==> config.mk <==
export PLATFORM = sky130hd
export DESIGN_NAME = game_flow_ctrl
export DESIGN_NICKNAME = d
export VERILOG_FILES = /design/src/rtl/game_pkg.sv /design/src/rtl/sync_2ff.sv /design/src/rtl/game_flow_ctrl.sv
export SDC_FILE = /design/constraint.sdc
export NUM_CORES = 1
export LEC_CHECK = 0
export ABC_AREA = 1
export CAP_MARGIN = 15
export CELL_PAD_IN_SITES_DETAIL_PLACEMENT = 0
export CELL_PAD_IN_SITES_GLOBAL_PLACEMENT = 1
export CORE_ASPECT_RATIO = 1.1
export CORE_MARGIN = 2
export CORE_UTILIZATION = 25
export CTS_BUF_LIST = sky130_fd_sc_hd__clkbuf_4
export DETAILED_ROUTE_END_ITERATION = 8
export GPL_TIMING_DRIVEN = 0
export PLACE_DENSITY_LB_ADDON = 0.1
export SLEW_MARGIN = 20
export SYNTH_ARGS = -nofsm -noshare
export SYNTH_HDL_FRONTEND = slang
export SYNTH_HIERARCHICAL = 1
export SYNTH_SLANG_ARGS = --single-unit
==> constraint.sdc <==
create_clock -name btn_clk -period 2.9 [get_ports btn_clk]
set_input_delay 0.435 -clock btn_clk [delete_from_list [all_inputs] [get_ports btn_clk]]
set_output_delay 0.435 -clock btn_clk [all_outputs]
set_load 0.01 [all_outputs]
==> src/rtl/game_pkg.sv <==
// rtl/game_pkg.sv - shared types and widths for the game sequencer
package game_pkg;

  localparam int LIVES_W = 2;
  localparam int TIMER_W = 22;

  typedef enum logic [2:0] {
    ST_SPLASH   = 3'd0,
    ST_READY    = 3'd1,
    ST_PLAY     = 3'd2,
    ST_HIT      = 3'd3,
    ST_GAMEOVER = 3'd4,
    ST_WIN      = 3'd5
  } state_t;

endpackage

==> src/rtl/sync_2ff.sv <==
// rtl/sync_2ff.sv - single-bit two-flop synchronizer
// Ports: clk (destination clock), arst_n (async active-low reset, clears to 0),
//        d (asynchronous input), q (synchronized output)
module sync_2ff (
  input  logic clk,
  input  logic arst_n,
  input  logic d,
  output logic q
);

  logic meta;

  always_ff @(posedge clk or negedge arst_n) begin
    if (!arst_n) begin
      meta <= 1'b0;
      q    <= 1'b0;
    end else begin
      meta <= d;
      q    <= meta;
    end
  end

endmodule

==> src/rtl/game_flow_ctrl.sv <==
// rtl/game_flow_ctrl.sv - game phase sequencer, lives counter and motion gating
// Ports: btn_clk (1 MHz clock), arst_n (async active-low reset),
//        collision_async (vga-domain overlap level), start_btn (debounced start/skip),
//        player_c/player_r (player top-left position),
//        move_tick (motion strobe in PLAY), enemy_run (enemy motion enable),
//        player_respawn (start-position reload pulse), lives, game_state
module game_flow_ctrl #(
  parameter int SPLASH_TICKS   = 2_000_000,
  parameter int HIT_HOLD_TICKS = 1_000_000,
  parameter int MOVE_DIV       = 10_001,
  parameter int LIVES          = 3,
  parameter int GOAL_C         = 576,
  parameter int GOAL_R         = 416
) (
  input  logic       btn_clk,
  input  logic       arst_n,
  input  logic       collision_async,
  input  logic       start_btn,
  input  logic [9:0] player_c,
  input  logic [8:0] player_r,
  output logic       move_tick,
  output logic       enemy_run,
  output logic       player_respawn,
  output logic [1:0] lives,
  output logic [2:0] game_state
);

  import game_pkg::*;

  localparam int DIV_W = $clog2(MOVE_DIV);

  localparam logic [TIMER_W-1:0] SPLASH_LAST = TIMER_W'(SPLASH_TICKS - 1);
  localparam logic [TIMER_W-1:0] HIT_LAST    = TIMER_W'(HIT_HOLD_TICKS - 1);
  localparam logic [DIV_W-1:0]   DIV_LAST    = DIV_W'(MOVE_DIV - 1);
  localparam logic [LIVES_W-1:0] LIVES_INIT  = LIVES_W'(LIVES);
  localparam logic [9:0]         GOAL_C_V    = 10'(GOAL_C);
  localparam logic [8:0]         GOAL_R_V    = 9'(GOAL_R);

  state_t               state, state_next;
  logic [TIMER_W-1:0]   timer, timer_next;
  logic [DIV_W-1:0]     div_cnt, div_next;
  logic [LIVES_W-1:0]   lives_next;
  logic                 start_q;
  logic                 press;
  logic                 coll_s;
  logic                 goal;
  logic                 in_play_next;
  logic                 move_tick_next;
  logic                 respawn_next;
  logic                 enemy_run_next;

  sync_2ff u_coll_sync (
    .clk    (btn_clk),
    .arst_n (arst_n),
    .d      (collision_async),
    .q      (coll_s)
  );

  // start_q resets high so a button already held at reset is not a press
  assign press = start_btn & ~start_q;
  assign goal  = (player_c >= GOAL_C_V) && (player_r >= GOAL_R_V);

  always_comb begin
    state_next = state;
    lives_next = lives;
    case (state)
      ST_SPLASH: begin
        if (press || (timer == SPLASH_LAST)) state_next = ST_READY;
      end
      ST_READY: begin
        if (press) state_next = ST_PLAY;
      end
      ST_PLAY: begin
        // collision outranks a simultaneous goal arrival
        if (coll_s) begin
          state_next = ST_HIT;
          if (lives != '0) lives_next = lives - LIVES_W'(1);
        end else if (goal) begin
          state_next = ST_WIN;
        end
      end
      ST_HIT: begin
        if (timer == HIT_LAST) state_next = (lives == '0) ? ST_GAMEOVER : ST_READY;
      end
      ST_GAMEOVER, ST_WIN: begin
        if (press) begin
          state_next = ST_READY;
          lives_next = LIVES_INIT;
        end
      end
      default: state_next = ST_SPLASH;
    endcase

    timer_next = (state_next != state) ? '0 : timer + TIMER_W'(1);

    // divider only runs while staying in PLAY; any exit drops the partial count
    in_play_next   = (state == ST_PLAY) && (state_next == ST_PLAY);
    move_tick_next = in_play_next && (div_cnt == DIV_LAST);
    if (!in_play_next)          div_next = '0;
    else if (div_cnt == DIV_LAST) div_next = '0;
    else                        div_next = div_cnt + DIV_W'(1);

    respawn_next   = (state_next == ST_READY) && (state != ST_READY);
    enemy_run_next = (state_next == ST_PLAY) || (state_next == ST_READY);
  end

  always_ff @(posedge btn_clk or negedge arst_n) begin
    if (!arst_n) begin
      state          <= ST_SPLASH;
      timer          <= '0;
      div_cnt        <= '0;
      lives          <= LIVES_INIT;
      start_q        <= 1'b1;
      move_tick      <= 1'b0;
      player_respawn <= 1'b0;
      enemy_run      <= 1'b0;
    end else begin
      state          <= state_next;
      timer          <= timer_next;
      div_cnt        <= div_next;
      lives          <= lives_next;
      start_q        <= start_btn;
      move_tick      <= move_tick_next;
      player_respawn <= respawn_next;
      enemy_run      <= enemy_run_next;
    end
  end

  assign game_state = state;

endmodule

==> results of run 1 <==
==> worst min path at each step <==
stage                                 from       endpoint  slack (ns)
after global placement    u_coll_sync/meta  u_coll_sync/q        0.34
after CTS                           arst_n      timer[16]        0.09
after global routing                arst_n      timer[17]        0.09
final                               arst_n      timer[16]        0.07
after floorplan                     arst_n     div_cnt[0]        0.14
after detailed placement  u_coll_sync/meta  u_coll_sync/q        0.34
==> final cells by class <==
| cell class | instances | area (um^2) |
|---|---|---|
| inverters | 44 | 165.2 |
| repair buffers | 19 | 187.7 |
| multi-input cells | 237 | 1398 |
| fillers | 1203 | 7724 |
| flip-flops and latches | 47 | 1180 |
| clock inverters | 2 | 8.758 |
| clock buffers | 6 | 45.04 |
| plain buffers | 6 | 68.82 |
| well taps | 147 | 183.9 |
==> report_power, final <==
group | internal, mW | total [mW] | switching [mW]
clock | 0.101 | 0.319 | 0.218
sequential | 0.729 | 0.772 | 0.0435
combinational | 0.261 | 0.666 | 0.405
==> worst register-to-register path, stage by stage (launching register included) <==
cell and delay (ns):
dfrtp_1 0.40, ha_1 0.21, nand2_2 0.10, nor3_1 0.30, nand3_1 0.14, nand2_1 0.07
nand2_1 0.08, nand3_4 0.10, nand2_1 0.07, nand3_2 0.14, buf_6 0.19, nor2_2 0.04
==> cell families (layout without fill, tap and decap cells) <==
| family | after synthesis | after routing | synth area share, % |
|---|---|---|---|
| and+or+nand+nor | 194 | 194 | 37.56 |
| buffers and inverters | 50 | 77 | 8.322 |
| DFF | 47 | 47 | 41.97 |
| xor gates and xnor gates | 24 | 24 | 7.477 |
| AOI/OAI and AO/OA | 15 | 15 | 2.893 |
| adders and majority gates | 4 | 4 | 1.780 |
==> sequential cells by signal, indices dropped and copies added, names as in the netlist <==
| signal | count |
|---|---|
| lives | 2 |
| u_coll_sync/meta | 1 |
| start_q | 1 |
| timer | 22 |
| game_state | 3 |
| div_cnt | 14 |
| enemy_run | 1 |
| move_tick | 1 |
| player_respawn | 1 |
| u_coll_sync/q | 1 |
==> cell usage in the layout (no fill, tap or decap) <==
| cell | instances |
|---|---|
| buf_4 | 3 |
| xor2_1 | 19 |
| inv_2 | 7 |
| xnor2_1 | 5 |
| nand4_1 | 9 |
| nand3b_1 | 4 |
| nor2_4 | 13 |
| nor3_1 | 8 |
| clkdlybuf4s50_1 | 18 |
| nor4_1 | 4 |
| nand2_2 | 4 |
| buf_12 | 1 |
| nor2_1 | 39 |
| nand2_4 | 1 |
| clkinv_1 | 1 |
| ha_1 | 4 |
| nand3_1 | 17 |
| nand3_2 | 3 |
| inv_1 | 37 |
| clkinv_2 | 1 |
| nand2_1 | 62 |
| nor3_2 | 2 |
| a21oi_1 | 4 |
| or2_2 | 3 |
| clkbuf_4 | 6 |
| nor3_4 | 1 |
| o21ai_1 | 1 |
| o21ai_0 | 8 |
| o211a_1 | 1 |
| nand3_4 | 2 |
| buf_6 | 3 |
| nor2_2 | 22 |
| a31oi_1 | 1 |
| dfstp_2 | 3 |
| dfrtp_1 | 44 |
==> Yosys cell counts <==
library cell / count
nand2_1: 62
dfrtp_1: 44
nor2_1: 39
inv_1: 37
nor2_2: 22
xor2_1: 19
nand3_1: 17
nor2_4: 13
nand4_1: 9
nor3_1: 8
o21ai_0: 8
inv_2: 7
xnor2_1: 5
a21oi_1: 4
ha_1: 4
nand2_2: 4
nand3b_1: 4
nor4_1: 4
buf_6: 3
dfstp_2: 3
nand3_2: 3
or2_2: 3
buf_4: 2
nand3_4: 2
nor3_2: 2
a31oi_1: 1
buf_12: 1
nand2_4: 1
nor3_4: 1
o211a_1: 1
o21ai_1: 1
==> stage by stage <==
step | hold WS [ns] | total power, mW
after floorplan | 0.1394 | 1.255
after global placement | 0.3365 | 1.480
after detailed placement | 0.3372 | 1.473
after CTS | 0.08759 | 1.816
after global routing | 0.08808 | 1.902
final | 0.07428 | 1.757
==> per-layer routing <==
metal,share of wire (%),vias up,track usage [%]
met1,49,984,14.47
li1,-,1096,-
met4,1.2,0,3.733
met2,48,20,19.13
met3,2.0,4,2.211
met5,0,-,0
==> results by group, run 1 <==
Outcome
  • Status: finished, final reports clean

Critical path
  • Setup crit start: start_btn
  • Levels on crit path: 12
  • Internal reg-to-reg setup slack: 0.96 ns
  • CP top delay family: buffers and inverters
  • Crit path max fanout: 10
  • R2R Path End: timer[19]
  • Critical path buffer and inverter count: 4
  • Req. time, crit path: 3.21 ns
  • R2r startpoint: timer[0]
  • Slowest CP cell: clkdlybuf4s50_1
  • Critical path capture point type: flop
  • Cells on worst reg2reg path: 11
  • CP Cell Sequence: clkdlybuf4s50_1, inv_1, nor2_1, inv_1, nand2_1, a21oi_1, a21oi_1, nand3_4, nand2_1, nand3_2, buf_6, nor2_2
  • Worst Setup EP: timer[15]
  • Crit Path Class: primary input to flop
  • Critical Path Source Type: primary input
  • Arr. time, crit path: 2.27 ns
  • CP max stage delay: 0.47 ns

Synthesis
  • Seq/Total Area, Yosys: 41.97%
  • Mapped Cells: 334
  • Area leader, netlist: dfrtp_1
  • Syn. warnings: 6
  • Area contributors post-synth: dfrtp_1, nand2_1, xor2_1
  • Synth Register Bits: 47
  • Netlist cell types: 31
  • Mapped Avg Cell Area: 8.418 um^2
  • Yosys top cell area share: 39.16%
  • Syn nets: 361
  • Syn Std Cell Area: 2811 um^2

Clocking
  • TritonCTS clock tree: yes
  • Hold_buf cts: 0
  • Clock sinks: 47
  • Total CTS buffers: 5
  • Clock-pin slew on the worst setup and hold paths: 0.15 ns
  • Clk buf depth: 2
  • Htree depth: 2
  • Setup Fix Bufs, Post-CTS: 0
  • CTS root buf: clkbuf_4
  • Clock latency on the worst-skew pair: 0.37 ns
  • Post-CTS Resized: 0

Routing
  • Number of vias per cell: 4.142
  • Routed WL: 6243 um
  • Initial DRC Count: 58
  • Antenna viol nets, final: 0
  • Drt wl/cell: 12.29 um
  • Drt first pass iters: 4
  • Vias: 2104
  • Drt drc: 0

Global routing
  • Pin count of the biggest net entering global routing: 48
  • First-pass GRT wire length: 10730 um
  • GRT Overall Usage: 11.27%
  • Vias in the first global route: 2165
  • GRT overflow: 0
  • Initial antenna violation count: 0

Timing
  • Fin crit period: 1.964 ns
  • Max_slew headroom: 57.48%
  • Measured slew at the worst slew-check pin: 0.6378 ns
  • Clk_skew: 0.01793 ns
  • Final Max Tran Viols: 0
  • Hold Vio Cnt, Final: 0
  • Fin Setup TNS: 0 ns
  • Final worst-path cycle share: 67.73%
  • # setup viols final: 0
  • Max Freq: 509.1 MHz
  • RSZ-0062 raised after global routing: false
  • Final setup margin: 0.9357 ns

Finish
  • Design area: 3237 um^2
  • Net count, final: 387
  • Antenna Cells: 0
  • Fin cells: 508
  • Final core occ: 29.53%
  • Layout cell share with drive strength beyond 1: 20.78%
  • Area Growth Syn to Fin: 15.13%

Die
  • Initial core utilization: 25.65%
  • Core Rows: 40
  • Die W: 105.1 um
  • Num ports: 31
  • Die height: 115.2 um
  • Core ar.: 10960 um^2
  • Die area: 12110 um^2

Place
  • Buffers on Ports: 19
  • DPL Wire Length: 4622 um
  • Dpl cells: 500
  • DP Area: 3183 um^2
  • GPL Wtd Cong: 0.7357
  • Pre-CTS WS: 0.4930 ns

Run
  • Max_cap viols: 0

Pwr
  • Worst vdd ir: 277.4 uV
  • Power per cell area: 542.9 nW/um^2
  • Leak: 1.358 nW

Hold path
  • Worst min path class: primary input to asynchronous set/reset pin
No activity file was read; power rests on OpenSTA's default activity.
==> inputs of run 2 (changes only) <==
Clock period 2.9 ns to 1.6 ns, I/O delays scaled along.
==> run 2 against run 1 <==
  * Clock skew fell by 0.0022 ns
  * Sequential cell count did not move
  * Setup slack worse by 1.2 ns
  * Global-route usage increased by 0.33 points
  * Critical path depth is 1 higher
  * Highest routed layer unchanged
  * Clock power grew 77%
  * First-iteration DRC count grew 1.7%
  * The flow now finishes with violations (setup timing)
  * Cell count up 7.3%
  * Sequential share of layout area decreased by 5.3 points
  * Largest cell class unchanged
  * Sequential power up 84%
==> results by group, run 2 (synthesized netlist as in run 1, its figures left out) <==
Die
  • Die area: 12110 um^2 (unchanged)
  • Core ar.: 10960 um^2 (unchanged)
  • Num ports: 31 (unchanged)
  • Initial core utilization: 25.65% (unchanged)
  • Die W: 105.1 um (unchanged)
  • Core Rows: 40 (unchanged)
  • Die height: 115.2 um (unchanged)

Finish
  • Filler Cells Inserted: 1166 (-3.1%)
  • Top reg by flops: timer
  • Antenna Cells: 0 (unchanged)
  • Most frequent cells in the layout: nand2_1, dfrtp_1, inv_1
  • Final core occ: 34.84% (+5.3 points)
  • Layout cell share with drive strength beyond 1: 35.68% (+15 points)
  • Commonest non-fill, non-tap cell in the layout: nand2_1
  • Net count, final: 424 (+9.6%)
  • Multi-input logic area: 1610 um^2 (+15%)
  • Max reg flops: 22 (unchanged)
  • Seq. cell area: 1189 um^2 (+0.74%)
  • Area Growth Syn to Fin: 35.83%

Clocking
  • Clock-pin slew on the worst setup and hold paths: 0.15 ns (about the same)
  • Clock sinks: 47 (unchanged)
  • Clock latency on the worst-skew pair: 0.36 ns (about the same)
  • Clk buf depth: 2 (unchanged)
  • Htree depth: 2 (unchanged)
  • TritonCTS clock tree: yes
  • Total CTS buffers: 5 (unchanged)
  • CTS root buf: clkbuf_4

Timing
  • Clk_skew: 0.01577 ns (-0.002162 ns)
  • Max Freq: 544.6 MHz
  • # setup viols final: 39 (+39)
  • Final worst-path cycle share: 114.8%
  • Final Max Tran Viols: 0 (unchanged)
  • Hold Vio Cnt, Final: 0 (unchanged)
  • Fin crit period: 1.836 ns
  • Worst hold margin: 0.2905 ns (+0.2162 ns)
  • RSZ-0062 raised after global routing: true
  • Max_slew headroom: 57.48% (about the same)
  • Fin Setup TNS: -6.851 ns (-6.851 ns)
  • Measured slew at the worst slew-check pin: 0.6379 ns (+0.00008398 ns)
  • Final setup margin: -0.2361 ns (-1.172 ns)

Place
  • GPL Wtd Cong: 0.7385 (+0.38%)
  • DPL Wire Length: 4602 um (-0.43%)
  • Buffers on Ports: 19 (unchanged)

Critical path
  • R2r startpoint: timer[1]
  • Crit Path Class: flop to flop
  • Crit path max fanout: 5 (-5)
  • Internal reg-to-reg setup slack: -0.24 ns (-1.20 ns)
  • Critical Path Source Type: flop
  • Arr. time, crit path: 2.14 ns (-0.13 ns)
  • R2R Path End: div_cnt[11]
  • Critical path capture point type: flop
  • Req. time, crit path: 1.91 ns (-1.30 ns)
  • Cells on worst reg2reg path: 13 (+2)

Global routing
  • Pin count of the biggest net entering global routing: 48 (unchanged)
  • GRT overflow: 0 (unchanged)
  • GRT Overall Usage: 11.60% (+0.33 points)
  • Initial antenna violation count: 0 (unchanged)
  • First-pass GRT wire length: 11120 um (+3.6%)
  • Vias in the first global route: 2280 (+5.3%)

Routing
  • Initial DRC Count: 59 (+1.7%)
  • Vias: 2250 (+6.9%)
  • Drt wl/cell: 12.40 um (+0.90%)
  • Number of vias per cell: 4.128 (-0.32%)
  • Antenna viol nets, final: 0 (unchanged)
  • Drt drc: 0 (unchanged)
  • Drt first pass iters: 4 (unchanged)
  • Routed WL: 6758 um (+8.2%)

Pwr
  • Seq pwr share: 34.5% (-9.4 points)
  • Power per cell area: 1076 nW/um^2 (+98%)
  • Sw Share: 38.31% (+0.37 points)
  • Sw power: 1.574 mW (+140%)
  • Worst vdd ir: 779.1 uV (+180%)
  • Clock power frac: 13.7% (-4.5 points)
  • Leak: 1.640 nW (+21%)
  • Comb pwr share: 51.7% (+14 points)
  • P_int: 2.534 mW (+130%)

Hold path
  • Hold Path Depth: 1
  • Worst min path class: primary input to flop
  • Hold path start: start_btn
  • Worst Hold Path EP: start_q

Outcome
  • Failing checks: setup timing
  • Status: complete, but fails checks

Run
  • Max_cap viols: 0 (unchanged)
-- run 2: cell count changes in the layout (fill, tap and decap cells not counted), moves of 5 or more --
cell,before,now
buf_4,3,31
nor2_4,13,26
nor2_1,39,28
dfrtp_1,44,37
dfrtp_2,0,7
clkdlybuf4s50_1,18,13
nand2_1,62,57
-- run 2: power by group through the flow --
stage / registers, mW / clock network, mW / logic, mW
global placement: 1.43 / 0 / 1.27
global route: 1.44 / 0.671 / 2.31
CTS: 1.41 / 0.621 / 1.56
floorplan: 1.45 / 0 / 0.826
finish: 1.42 / 0.564 / 2.13
detailed placement: 1.43 / 0 / 1.27
-- run 2: worst max path at each step --
| stage | start | end | cells after the start |
|---|---|---|---|
| 5_1_grt | timer[0] | div_cnt[13] | 13 |
| 3_3_place_gp | arst_n | game_state[1] | 1 |
| 3_5_place_dp | start_btn | timer[19] | 12 |
| 2_1_floorplan | timer[0] | div_cnt[4] | 12 |
| 6_report | timer[1] | div_cnt[11] | 13 |
| 4_1_cts | timer[0] | div_cnt[10] | 13 |
-- run 2: per-layer routing --
metal  share of wire [%]  track usage [%]  vias to the layer above
met3                 1.8            2.211                        4
met5                   0                0                        -
li1                    -                -                     1173
met2                  50            20.09                       19
met1                  48            14.97                     1054
met4                0.75            2.933                        0
-- run 2: final cells by class --
cell class	count	area share, %
well taps	147	4.817
multi-input cells	237	42.17
clock inverters	3	0.3932
repair buffers	56	13.83
plain buffers	6	2.359
inverters	44	4.325
flip-flops and latches	47	31.13
clock buffers	5	0.9830
-- run 2: critical path, stage by stage, from the launching register on --
cell,delay [ns]
dfrtp_1,0.43
ha_4,0.16
nand2_4,0.07
nor2_4,0.10
nand2_4,0.08
nor2_4,0.09
nand3_2,0.07
nand2_2,0.08
nand3_4,0.11
nor2_4,0.13
nand3_4,0.12
buf_6,0.14
buf_12,0.14
nor2_4,0.06
-- run 2: through the flow --
stage / setup slack, ns / area [um^2] / cells / power [mW]
after floorplan: -0.04184 / 2814 / 334 / 2.277
after CTS: -0.2845 / 3487 / 525 / 3.584
after detailed placement: -0.6309 / 3186 / 500 / 2.691
after global placement: -1.381 / 3188 / 500 / 2.697
after global routing: -0.3900 / 3819 / 545 / 4.415
final: -0.2361 / 3819 / 545 / 4.108
-- run 2: what timing repair did --
action	4_1_cts	5_1_grt
resized for setup	24	45
hold buffers	1	0
setup endpoints to repair	43	40
buffers inserted	15	20
hold endpoints to repair	44	0
cloned	1	2
pin swaps	10	18
==> inputs of run 3 (changes only) <==
Settings changed: CAP_MARGIN 15 to 40.
==> results of run 3 <==
Final layout, timing and power as in run 2 (identical DEF).
